--- config.mk ---
export PLATFORM = sky130hd
export DESIGN_NAME = score_collector_12
export DESIGN_NICKNAME = d
export VERILOG_FILES = /design/src/rtl/score_collector_12.sv
export SDC_FILE = /design/constraint.sdc
export NUM_CORES = 1
export LEC_CHECK = 0
export ABC_AREA = 1
export BUFFER_PORTS_ARGS = -buffer_cell sky130_fd_sc_hd__buf_4
export CAP_MARGIN = 5
export CORE_MARGIN = 5
export CORE_UTILIZATION = 48
export DETAILED_ROUTE_END_ITERATION = 10
export PLACE_DENSITY = 0.76
export SYNTH_ARGS = -nofsm -noshare
export SYNTH_HDL_FRONTEND = slang
export SYNTH_SLANG_ARGS = --single-unit
export TNS_END_PERCENT = 5
--- constraint.sdc ---
create_clock -name clk -period 1.6 [get_ports clk]
set_input_delay 0.16 -clock clk [delete_from_list [all_inputs] [get_ports clk]]
set_output_delay 0.16 -clock clk [all_outputs]
set_load 0.02 [all_outputs]
--- src/rtl/score_collector_12.sv ---
// Collects 12 streamed signed class scores into a parallel bus, drives the
// argmax comparator tree load for its pipeline depth, and holds the winning class.
`timescale 1ns/1ps
`ifndef DATA_LEN
`define DATA_LEN 8
`endif

module score_collector_12 #(
  parameter int N_CLASS    = 12,
  parameter int PIPE_DEPTH = 4
) (
  input  logic                          clk,
  input  logic                          rst_n,
  input  logic                          in_valid,
  input  logic                          in_first,
  input  logic [`DATA_LEN-1:0]          in_data,
  output logic                          in_ready,
  output logic [N_CLASS*`DATA_LEN-1:0]  cmp_d,
  output logic                          cmp_load,
  input  logic [3:0]                    cmp_q,
  output logic                          class_valid,
  output logic [3:0]                    class_idx,
  input  logic                          class_ack,
  output logic                          frame_err
);

  localparam int DW = `DATA_LEN;
  localparam int WW = (PIPE_DEPTH > 1) ? $clog2(PIPE_DEPTH) : 1;

  typedef enum logic [1:0] {
    S_COLLECT,
    S_COMPARE,
    S_RESULT
  } state_t;

  state_t                  r_state;
  logic [3:0]              r_cnt;
  logic [WW-1:0]           r_wait;
  logic [N_CLASS*DW-1:0]   r_cmp_d;
  logic                    r_cmp_load;
  logic                    r_in_ready;
  logic                    r_class_valid;
  logic [3:0]              r_class_idx;
  logic                    r_frame_err;

  logic                    w_accept;
  logic [3:0]              w_slot;

  assign w_accept = in_valid & r_in_ready & (r_state == S_COLLECT);
  assign w_slot   = in_first ? 4'd0 : r_cnt;

  always_ff @(posedge clk or negedge rst_n) begin
    if (!rst_n) begin
      r_state       <= S_COLLECT;
      r_cnt         <= '0;
      r_wait        <= '0;
      r_cmp_d       <= '0;
      r_cmp_load    <= 1'b0;
      r_in_ready    <= 1'b0;
      r_class_valid <= 1'b0;
      r_class_idx   <= '0;
      r_frame_err   <= 1'b0;
    end else begin
      r_frame_err <= 1'b0;
      case (r_state)
        S_COLLECT: begin
          r_in_ready <= 1'b1;
          if (w_accept) begin
            for (int unsigned k = 0; k < N_CLASS; k++) begin
              if (w_slot == 4'(k)) r_cmp_d[k*DW +: DW] <= in_data;
            end
            if (in_first) begin
              r_cnt       <= 4'd1;
              r_frame_err <= (r_cnt != 4'd0);
            end else if (r_cnt == 4'(N_CLASS-1)) begin
              r_cnt      <= '0;
              r_in_ready <= 1'b0;
              r_state    <= S_COMPARE;
            end else begin
              r_cnt <= r_cnt + 4'd1;
            end
          end
        end
        // Load rises on the first compare edge; wait counts the further loads.
        S_COMPARE: begin
          r_in_ready <= 1'b0;
          if (!r_cmp_load) begin
            r_cmp_load <= 1'b1;
            r_wait     <= '0;
          end else if (r_wait == WW'(PIPE_DEPTH-1)) begin
            r_cmp_load    <= 1'b0;
            r_wait        <= '0;
            r_class_idx   <= cmp_q;
            r_class_valid <= 1'b1;
            r_state       <= S_RESULT;
          end else begin
            r_wait <= r_wait + 1'b1;
          end
        end
        S_RESULT: begin
          if (class_ack) begin
            r_class_valid <= 1'b0;
            r_in_ready    <= 1'b1;
            r_state       <= S_COLLECT;
          end else begin
            r_in_ready <= 1'b0;
          end
        end
        default: r_state <= S_COLLECT;
      endcase
    end
  end

  assign in_ready    = r_in_ready;
  assign cmp_d       = r_cmp_d;
  assign cmp_load    = r_cmp_load;
  assign class_valid = r_class_valid;
  assign class_idx   = r_class_idx;
  assign frame_err   = r_frame_err;

endmodule

* Word level (Yosys, flattened, before mapping)
Index checks and enable logic that the tools add are counted.
Word-level totals: flip-flop bits (word level) 112, output and inout bits 104, logic and storage cells 92
Cells by class: add/sub/neg operators 2, eq/ne operators 21, muxes and demuxes 26, bitwise gates (word level) 2, reduce and logical (&&, ||, !) cells 21
Operator list (number):
- $reduce_and 3->1 | 13
- $eq 4x4->1 const B | 5
- $eq 4x3->1 const B | 4
- $mux 2 | 8
- $mux 1 | 12
- $mux 4 | 3
- $ne 2x2->1 const B | 5
- $eq 4x2->1 const B | 2
- $pmux 2 s3 | 1
- $reduce_and 6->1 | 1
- $add 4x1->4 const B | 1
- $eq 2x2->1 const B | 2
- $eq 4x1->1 const B | 1
- $logic_not 4->1 | 1
- $reduce_and 4->1 | 1
- $reduce_bool 4->1 | 1
- $pmux 1 s3 | 1
- $reduce_bool 3->1 | 1
- $add 2x1->2 const B | 1
- $and 1x1->1 | 2
- $eq 2x1->1 const B | 1
- $logic_not 2->1 | 1
- $ne 2x1->1 const B | 1
- $pmux 1 s2 | 1
- 2 further kinds | 2

* Depth between registers and ports, before layout
Gate-level depths: netlist (run 1).
depth in word-level cells 5, mapped depth 8

* Worst setup path before layout (run 1)
Ideal clock, no wire load.
path type register -> register, start register r_state[0], end register r_cmp_d[10] (netlist: cmp_d[10]), library setup time 0.123 ns, data arrival time 1.536 ns, slack -0.059 ns, cell stages (with the launch flop) 9, path buffers 1, clock period less this slack 1.659 ns, cell sequence dfrtp_1 inv_1 ha_1 nand3_2 inv_1 nand2_4 clkbuf_2 o21ai_0 nand2_1
Between the ends: cells in the longest elaborated chain, start to end 3
Ends and longest elaborated chain:
- start, declared | line 36 | state_t r_state;
- start signal, assigned | line 54 | r_state <= S_COLLECT;
- start signal, assigned | line 78 | r_state <= S_COMPARE;
- start signal, assigned | line 95 | r_state <= S_RESULT;
- $logic_not 2->1 * | line 49, 65
- $and 1x1->1 | line 49 | assign w_accept = in_valid & r_in_ready & (r_state == S_COLLECT);
- $reduce_and 3->1 (no line) *
- end signal, assigned by index | line 70 | if (w_slot == 4'(k)) r_cmp_d[k*DW +: DW] <= in_data;
- end, declared | line 39 | logic [N_CLASS*DW-1:0] r_cmp_d;
Mark *: on every way between the ends. The rest lies on a longest branch, timed or not. A chain may end at the register's enable or synchronous reset.

* Worst setup path after layout (run 1)
start register r_state[0], end register r_cmp_d[65] (netlist: cmp_d[65])
The elaborated chain is that of the path after synthesis.

==> run_results.csv, run 1 <==
group,metric,value,unit
status,run_status,"complete, no violations",
min_path,min_from,"in_data[0]",
flow_run,drv_cap,0,
synthesis,yosys-top-cells-count,"162 x nand2_1, 112 x dfrtp_1, 50 x o21ai_1",
setup_path,critPathRequiredTime,1.85,ns
clock_network,htree_levels,3,
synthesis,synth_fp_nets,505,
layout,syn2layout_area_growth,31.0,%
global_route,grt_pass1_wl,18700,um
power,power_density,1710,mW/mm^2
synthesis,synth.largest_area_cell,"dfrtp_1",
synthesis,synth_ff_type,"dfrtp_1",
die,die-area,0.0119,sq mm
layout,drive_gt1_frac,0.323,
synthesis,synthArstFlopShare,1.00,
route,first_pass_iters,5,
setup_path,worstSetupEndpointType,"flip-flop",
place,placedCellCount,733,
synthesis,synth_top_area_share,0.593,
layout,post-route-cell-area,0.00619,sq mm
sta,hold_violations,0,
sta,slew_headroom,0.641,
clock_network,path_clk_slew,0.11,ns
min_path,hold_path.class,"primary input to flip-flop",
global_route,grt_use_total,0.204,
clock_network,cts_tree,"done",
synthesis,synthMostInstantiatedCell,"nand2_1",
sta,slew_viol_final,0,
layout,diodes,0,
synthesis,synthDistinctLibCells,18,
die,num_rows,36,
power,ir_worst_vdd,0.000923,V
setup_path,crit_chain,"inv_1 -> ha_2 -> nand3_4 -> nor2_4 -> buf_4 -> nand2_4 -> nand2_1 -> o21ai_1",
synthesis,synth_edf_count,0,
route,drt_iter0_markers,205,
die,start_util,0.488,
clock_network,cts_buffers,9,
layout,multi_input_area,0.00176,sq mm
sta,timing.fmax,0.646,GHz
synthesis,syn_avg_cell_area,9.86,sq um
sta,rsz0062_at_grt,"yes",
global_route,antenna_found_initial,0,
power,total_power,10.6,mW
sta,period_needed,1.55,ns
setup_path,crit_start,"r_state[0]$_DFFE_PN0P_",
place,gp_congestion,0.840,
setup_path,start_kind,"flip-flop",
setup_path,rr_startpoint,"r_state[0]$_DFFE_PN0P_",
sta,setup_viol,0,
route,drt-total-wl,12100,um
sta,fin_crit_sh,0.968,
layout,nFillCells,769,
layout,regArea,0.00280,sq mm
route,vias_per_cell,5.10,
power,cellLeakagePower,3.25,nW
die,core,0.00968,sq mm
die,die_width,109,um
route,antenna_left,0,
synthesis,ys_seq_area_frac,0.593,
global_route,grt-ovfl-total,0,
sta,max_slew.worst_pin.slew,0.539,ns
die,io_pins,121,
route,wl_per_cell,15.9,um
synthesis,synth.area.top_cells,"dfrtp_1 59%, nand2_1 13%, o21ai_1 5.3%",
setup_path,slowest_stage,"dfrtp_1",
place,dpl_cell_area,0.00579,sq mm
synthesis,synth.cell_area,0.00472,sq mm
route,vias,3868,
place,port_buffers,120,
synthesis,yosys_warnings,0,
die,die_y,109,um
synthesis,ys_seq_elements,112,
sta,clock_skew,0.0173,ns
setup_path,critical_path_class,"flip-flop to flip-flop",
layout,fin_util,0.639,
synthesis,synth_cells,479,
global_route,grt_pass1_vias,3758,
clock_network,clock-sinks,112,
global_route,grt_max_degree,40,
clock_network,clk_path_buf_depth,2,
layout,nets,647,
clock_network,clk_latency,0.38,ns
setup_path,path_max_fanout,16,
setup_path,critical_path_arrival,1.80,ns
layout,stdcell_count,759,
place,dp_hpwl,8590,um
route,drc,0,
setup_path,slowest_delay,0.39,ns
clock_network,clockRootBuffer,"clkbuf_8",
worst paths after layout:
kind,endpoint,slack (ns),cells past startpoint
max reg2reg,cmp_d[65]$_DFFE_PN0P_,0.05,8
min reg2reg,cmp_d[47]$_DFFE_PN0P_,0.50,2
max,cmp_d[65]$_DFFE_PN0P_,0.05,8
max in group asynchronous,cmp_d[9]$_DFFE_PN0P_,0.73,3
min,cmp_d[0]$_DFFE_PN0P_,0.04,3
min in group asynchronous,cmp_d[6]$_DFFE_PN0P_,0.30,2
worst max-delay path, delay by kind of cell, from the launching register on:
kind / cells / cell delay (ns)
buffers and inverters: 2 / 0.25
adder cells (fa/ha/maj): 1 / 0.21
AND/OR/NAND/NOR: 4 / 0.51
AO/OA/AOI/OAI: 1 / 0.06
flip-flops: 1 / 0.39
layout by cell type (no fill, tap or decap):
cell type and count:
a21oi_1 2, buf_12 3, buf_4 132, bufinv_16 1
clkbuf_8 9, clkinv_8 2, clkinvlp_4 1, dfrtp_1 112
dlygate4sd3_1 5, ha_1 8, ha_2 1, inv_1 27
inv_2 5, inv_6 2, inv_8 2, nand2_1 162
nand2_4 10, nand2_8 4, nand3_1 10, nand3_2 2
nand3_4 1, nor2_1 8, nor2_2 1, nor2_4 9
o21ai_0 34, o21ai_1 54, o21ai_2 16, o21ai_4 1
o22ai_1 1, xor2_1 1
metal layers:
| layer | share of wire | wire, um | up-vias | global-route usage |
|---|---|---|---|---|
| met3 | 0.074 | 899 | 22 | 0.0397 |
| met1 | 0.40 | 4870 | 1858 | 0.265 |
| met2 | 0.50 | 6050 | 142 | 0.344 |
| li1 | - | - | 1846 | - |
| met5 | 0 | 0 | - | 0 |
| met4 | 0.022 | 271 | 0 | 0.0703 |
area by class of cell:
cell class                 instances  share of cell area
multi-input combinational        325               0.285
clock buffer                       9              0.0200
inverter                          33              0.0208
sequential                       112               0.453
timing repair buffer             140               0.178
clock inverter                     7              0.0164
tap                              133              0.0269
flip-flops by register name, summed over array words and instances (netlist names):
name	count
class_idx	4
cmp_d	96
r_wait	2
cmp_load	1
class_valid	1
in_ready	1
r_cnt	4
frame_err	1
r_state	2
what timing repair did:
item | CTS | global route
hold buffers | 5 | 0
pin swaps | 5 | 5
gates resized for setup | 5 | 9
endpoints found under the hold margin | 38 | 0
buffers inserted | 2 | 1
setup endpoints to repair | 70 | 93
cloned | 0 | 2
where the power goes:
group	switching (mW)	total, mW	internal (mW)
Clock	1.03	1.80	0.778
Combinational	2.77	4.54	1.77
Sequential	0.574	4.26	3.69
Total	4.37	10.6	6.24
per-stage QoR:
| step | setup WS (ns) | TNS, ns | hold slack, ns |
|---|---|---|---|
| after floorplan | -0.00445 | -0.0890 | -0.136 |
| after global placement | 0.0225 | 0 | 0.167 |
| after detailed placement | -0.102 | -2.71 | 0.175 |
| after CTS | -0.0185 | -0.0857 | 0.0252 |
| after global routing | -0.0591 | -0.840 | 0.0278 |
| final | 0.0512 | 0 | 0.0358 |
cells by family after synthesis:
family / Yosys count / synth area share
compound gates: 108 / 0.128
xor+xnor: 1 / 0.00185
fa+ha+maj: 9 / 0.0238
buf+inv: 44 / 0.0498
flops: 112 / 0.593
simple gates: 205 / 0.203
(Power assumes the default switching activity.)
==> run 2: changes to the inputs <==
--- a/config.mk
+++ b/config.mk
@@ -9,9 +9,10 @@
 export BUFFER_PORTS_ARGS = -buffer_cell sky130_fd_sc_hd__buf_4
 export CAP_MARGIN = 5
 export CORE_MARGIN = 5
-export CORE_UTILIZATION = 48
+export CORE_UTILIZATION = 40
 export DETAILED_ROUTE_END_ITERATION = 10
-export PLACE_DENSITY = 0.76
+export MAX_ROUTING_LAYER = met4
+export PLACE_DENSITY = 0.65
 export SYNTH_ARGS = -nofsm -noshare
 export SYNTH_HDL_FRONTEND = slang
 export SYNTH_SLANG_ARGS = --single-unit
==> run 2 against run 1 <==
Net effect: critical path depth unchanged; fmax up 1.8%; register-to-register slack better by 0.03 ns; non-clock buffer count shrank 6; via count decreased by 3.1%; sequential share of layout area hardly changed; die area up 18%; first-iteration DRC count shrank 2.9%; total power increased by 3.7%.
==> run_results.csv, run 2 (synthesis gave the netlist of run 1 again) <==
group,metric,value,unit
status,run_status,"complete, no violations",
clock_network,clk_path_buf_depth,2,
sta,slew_viol_final,0,
sta,hold_slack,0.0101,ns
clock_network,path_clk_slew,0.08,ns
clock_network,clockRootBuffer,"clkbuf_16",
place,dp_hpwl,8740,um
route,drt-total-wl,12400,um
setup_path,slowest_stage,"dfrtp_1",
sta,timing.final.ws_setup,0.0787,ns
sta,clock_skew,0.00815,ns
global_route,antenna_found_initial,0,
clock_network,clk_latency,0.35,ns
die,io_pins,121,
setup_path,critPathBufInv,2,
setup_path,critPathRequiredTime,1.83,ns
setup_path,path_max_fanout,16,
place,placedCellCount,741,
place,pre_cts_ws,-0.0437,ns
power,ir_worst_vdd,0.000872,V
min_path,holdPathStages,3,
setup_path,rrSetupSlack,0.08,ns
layout,final_common_cell,"nand2_1",
place,port_buffers,120,
setup_path,worstSetupEndpointType,"flip-flop",
route,vias_per_cell,4.92,
sta,fin_crit_sh,0.951,
die,core,0.0115,sq mm
global_route,grt_use_total,0.182,
global_route,grt_pass1_wl,19900,um
route,drc,0,
route,wl_per_cell,16.3,um
power,cellLeakagePower,3.30,nW
power,p_sw_frac,0.403,
layout,syn2layout_area_growth,31.0,%
sta,timing.fmax,0.657,GHz
route,vias,3749,
place,gp_congestion,0.831,
sta,hold_violations,0,
die,die_width,119,um
min_path,hold_path.class,"primary input to flip-flop",
clock_network,clock-sinks,112,
die,start_util,0.410,
sta,max_slew.worst_pin.slew,0.473,ns
min_path,min_from,"cmp_q[2]",
layout,diodes,0,
layout,nets,640,
clock_network,cts_buffers,9,
global_route,grt-ovfl-total,0,
sta,slew_headroom,0.685,
power,p_comb_frac,0.407,
clock_network,htree_levels,3,
sta,finalSetupTns,0,ns
layout,nFillCells,1063,
power,power_density,1780,mW/mm^2
die,num_rows,39,
die,die_y,119,um
clock_network,cts_tree,"done",
power,p_clk_frac,0.206,
layout,largest_register_ffs,96,
sta,rsz0062_at_grt,"yes",
layout,stdcell_count,762,
flow_run,drv_cap,0,
power,pwr-share-seq,0.387,
setup_path,rr_startpoint,"r_state[1]$_DFFE_PN0P_",
global_route,grt_pass1_vias,3719,
setup_path,worst_r2r_path_depth,8,
route,antenna_left,0,
setup_path,crit_family,"simple AND/OR/NAND/NOR gates",
power,p_sw,4.43,mW
power,p_int,6.57,mW
global_route,grt_max_degree,51,
die,die-area,0.0141,sq mm
setup_path,critical_path_arrival,1.75,ns
setup_path,slowest_delay,0.38,ns
min_path,holdPathEnd,"class_idx[2]$_DFFE_PN0P_",
setup_path,r2r-end,"cmp_d[43]$_DFFE_PN0P_",
layout,mostFrequentLayoutCells,"162 x nand2_1, 130 x buf_4, 112 x dfrtp_1, 52 x o21ai_1, 36 x o21ai_0",
setup_path,critical_path_class,"flip-flop to flip-flop",
sta,period_needed,1.52,ns
route,first_pass_iters,4,
setup_path,start_kind,"flip-flop",
setup_path,crit_chain,"inv_1 -> ha_2 -> nand3_4 -> nor2_4 -> buf_12 -> nand2_4 -> nand2_1 -> o21ai_2",
layout,drive_gt1_frac,0.325,
route,drt_iter0_markers,199,
sta,setup_viol,0,
run 2: changes by cell type in the layout (fill, tap and decap cells not counted), moves of 2 or more:
cell | before | now
dlygate4sd3_1 | 5 | 1
o21ai_0 | 34 | 36
clkbuf_16 | 0 | 9
clkbuf_8 | 9 | 0
nand2_8 | 4 | 1
buf_4 | 132 | 130
nand2_4 | 10 | 12
o21ai_1 | 54 | 52
run 2: power groups by stage:
stage	clock network, mW	logic [mW]	registers [mW]
after floorplan	0	1.53	5.18
after CTS	2.30	4.45	4.26
after global placement	0	4.32	4.27
final	2.27	4.47	4.26
after detailed placement	0	4.42	4.29
after global routing	2.41	4.88	4.37
run 2: timing repair:
action / in CTS / in global routing
endpoints found under the hold margin: 29 / 0
gates resized for setup: 3 / 6
pin swaps: 2 / 3
endpoints found under the setup margin: 55 / 102
buffers inserted: 0 / 3
hold buffers: 1 / 0
cloned: 0 / 1
run 2: routing by layer:
layer | track usage | routed length, um | up-vias
met2 | 0.287 | 6050 | 95
met1 | 0.240 | 5530 | 1818
met3 | 0.0444 | 734 | 14
met5 | - | 0 | -
li1 | - | - | 1822
met4 | 0.0420 | 132 | 0
run 2: final cells by class:
cell class	count	area, sq um	share of cell area
timing repair buffer	134	1050	0.169
multi-input combinational	324	1730	0.279
tap	143	179	0.0289
inverter	33	126	0.0204
sequential	112	2800	0.453
clock buffer	9	225	0.0364
clock inverter	7	83.8	0.0135
run 2: worst max path at each step:
| stage | start | endpoint | cells past startpoint |
|---|---|---|---|
| 3_5_place_dp | r_state[1]$_DFFE_PN0P_ | cmp_d[1]$_DFFE_PN0P_ | 7 |
| 4_1_cts | r_state[1]$_DFFE_PN0P_ | cmp_d[73]$_DFFE_PN0P_ | 7 |
| 6_report | r_state[1]$_DFFE_PN0P_ | cmp_d[43]$_DFFE_PN0P_ | 8 |
| 2_1_floorplan | r_state[0]$_DFFE_PN0P_ | cmp_d[10]$_DFFE_PN0P_ | 8 |
| 5_1_grt | r_state[1]$_DFFE_PN0P_ | r_state[1]$_DFFE_PN0P_ | 9 |
| 3_3_place_gp | r_state[0]$_DFFE_PN0P_ | cmp_d[4]$_DFFE_PN0P_ | 8 |
run 2: tightest hold or removal path, cell delays in order:
cell     delay [ns]
buf_4          0.08
nand2_1        0.04
nand2_1        0.04
run 2: per-stage QoR:
stage / util / area, sq um / power (mW)
after detailed placement: 0.503 / 5790 / 8.71
after global routing: 0.537 / 6190 / 11.7
after global placement: 0.503 / 5790 / 8.59
final: 0.537 / 6190 / 11.0
after floorplan: - / 4720 / 6.70
after CTS: 0.532 / 6130 / 11.0
==> run 3: changes to the inputs <==
==> constraint.sdc (replaced) <==
create_clock -name clk -period 1.6 [get_ports clk]
set_input_delay 0.16 -clock clk [delete_from_list [all_inputs] [get_ports clk]]
set_output_delay 0.16 -clock clk [all_outputs]
set_load 0.05 [all_outputs]
==> run 3 against run 2 <==
Net effect: largest power group unchanged; total power grew 17%; via count grew 0.75%; fmax fell by 2.5%; final area rose by 0.51%; largest cell class unchanged; critical endpoint is now cmp_d[54]$_DFFE_PN0P_; highest routed layer unchanged; count of clock-buffer cells in the layout is 2 higher; die area unchanged; sequential power increased by 0.9%; first-iteration DRC count rose by 24%; flip-flop and latch count did not move.
==> run_results.csv, run 3 (synthesis gave the netlist of run 1 again) <==
group,metric,value,unit
status,run_status,"complete, no violations",
layout,diodes,0,
power,cellLeakagePower,3.23,nW
power,p_clk_frac,0.175,
clock_network,clk_latency,0.35,ns
place,gp_congestion,0.848,
power,p_int,6.72,mW
setup_path,start_kind,"flip-flop",
setup_path,path_max_fanout,16,
sta,period_needed,1.56,ns
layout,post-route-cell-area,0.00622,sq mm
sta,timing.fmax,0.641,GHz
setup_path,slowest_stage,"dfrtp_1",
clock_network,path_clk_slew,0.07,ns
sta,max_slew.worst_pin.slew,0.468,ns
power,ir_worst_vdd,0.00131,V
setup_path,crit_family,"simple AND/OR/NAND/NOR gates",
global_route,grt_pass1_wl,19600,um
sta,slew_viol_final,0,
place,port_buffers,120,
die,die_width,119,um
sta,timing.final.ws_setup,0.0394,ns
global_route,grt-ovfl-total,0,
sta,hold_slack,0.0132,ns
setup_path,critical_path_class,"flip-flop to flip-flop",
die,die_y,119,um
global_route,gr-usage-met3,0.0325,
global_route,grtUsageMet2,0.286,
place,pre_cts_ws,-0.0241,ns
clock_network,clk_path_buf_depth,2,
route,wl_per_cell,16.1,um
sta,setup_viol,0,
route,drt-total-wl,12300,um
setup_path,crit_chain,"inv_2 -> ha_4 -> nand3_4 -> nor2_4 -> buf_12 -> nand2_8 -> nand2_1 -> o21ai_1",
global_route,grt_pass1_vias,3690,
die,core,0.0115,sq mm
layout,stdcell_count,761,
layout,final_common_cell,"nand2_1",
setup_path,worstSetupEndpointType,"flip-flop",
power,power_density,2070,mW/mm^2
route,drt_iter0_markers,247,
flow_run,drv_cap,0,
clock_network,htree_levels,3,
power,total_power,12.9,mW
power,p_sw,6.14,mW
place,dpl_cell_area,0.00579,sq mm
setup_path,critPathRequiredTime,1.82,ns
layout,nets,639,
global_route,antenna_found_initial,0,
min_path,hold_path.class,"primary input to flip-flop",
layout,largest_register_ffs,96,
global_route,grt_use_met1,0.232,
sta,slew_headroom,0.688,
sta,rsz0062_at_grt,"yes",
clock_network,cts_tree,"done",
power,p_comb_frac,0.491,
die,io_pins,121,
die,num_rows,39,
place,dp_hpwl,8690,um
global_route,grt_use_total,0.180,
route,antenna_left,0,
clock_network,cts_buffers,9,
sta,hold_violations,0,
global_route,grt_busiest_layer,"met2",
layout,syn2layout_area_growth,31.7,%
die,start_util,0.410,
clock_network,clock-sinks,112,
route,vias_per_cell,4.96,
global_route,grt_max_degree,50,
route,first_pass_iters,4,
setup_path,critical_path_arrival,1.78,ns
power,pwr-share-seq,0.334,
route,drc,0,
power,p_sw_frac,0.477,
setup_path,slowest_delay,0.40,ns
place,placedCellCount,739,
route,vias,3777,
layout,mostFrequentLayoutCells,"162 x nand2_1, 129 x buf_4, 111 x dfrtp_1, 54 x o21ai_1, 34 x o21ai_0",
sta,clock_skew,0.00846,ns
clock_network,clockRootBuffer,"clkbuf_16",
layout,drive_gt1_frac,0.325,
sta,fin_crit_sh,0.975,
setup_path,critPathBufInv,2,
die,die-area,0.0141,sq mm
[run 3: metrics by stage]
step / TNS (ns) / util
floorplan: 0 / -
global placement: 0 / 0.502
detailed placement: -0.0960 / 0.502
CTS: 0 / 0.530
global route: -0.0653 / 0.540
finish: 0 / 0.540
[run 3: worst paths after layout]
path                                           from                  endpoint  slack (ns)  cells past startpoint
setup / recovery             r_state[1]$_DFFE_PN0P_     cmp_d[54]$_DFFE_PN0P_        0.04                      8
hold / removal                             cmp_q[2]  class_idx[2]$_DFFE_PN0P_        0.01                      3
setup reg to reg             r_state[1]$_DFFE_PN0P_     cmp_d[54]$_DFFE_PN0P_        0.04                      8
hold reg to reg            class_idx[3]$_DFFE_PN0P_  class_idx[3]$_DFFE_PN0P_        0.49                      2
max in group asynchronous                     rst_n     cmp_d[62]$_DFFE_PN0P_        0.73                      3
min in group asynchronous                     rst_n      cmp_d[1]$_DFFE_PN0P_        0.29                      2
[run 3: routing by layer]
metal,wire (um),part of all wire
met1,5320,0.43
met2,6190,0.50
met3,604,0.049
met4,155,0.013
met5,0,0
[run 3: layout make-up]
cell class	instances	area, sq um
repair buffers	133	1040
well taps	143	179
multi-input cells	324	1780
fillers	1052	5300
flip-flops and latches	112	2800
inverters	33	126
clock buffers	11	233
clock inverters	5	62.6
[run 3: power by group through the flow]
stage                     clock, mW  combinational, mW  sequential (mW)
after CTS                      2.29               6.24             4.29
after global routing           2.41               6.74             4.41
after detailed placement          0               6.22             4.32
final                          2.25               6.31             4.30
after floorplan                   0               1.54             6.95
after global placement            0               6.12             4.31
[run 3: timing repair]
| item | CTS | global route |
|---|---|---|
| cloned | 0 | 1 |
| hold endpoints to repair | 27 | 0 |
| setup buffers | 0 | 4 |
| pin swaps | 2 | 7 |
| endpoints found under the setup margin | 24 | 105 |
| resized for setup | 1 | 17 |
| hold buffers | 1 | 0 |
[run 3: worst min-delay path, stage by stage]
cell and delay, ns:
buf_4 0.08, nand2_1 0.04, nand2_1 0.05
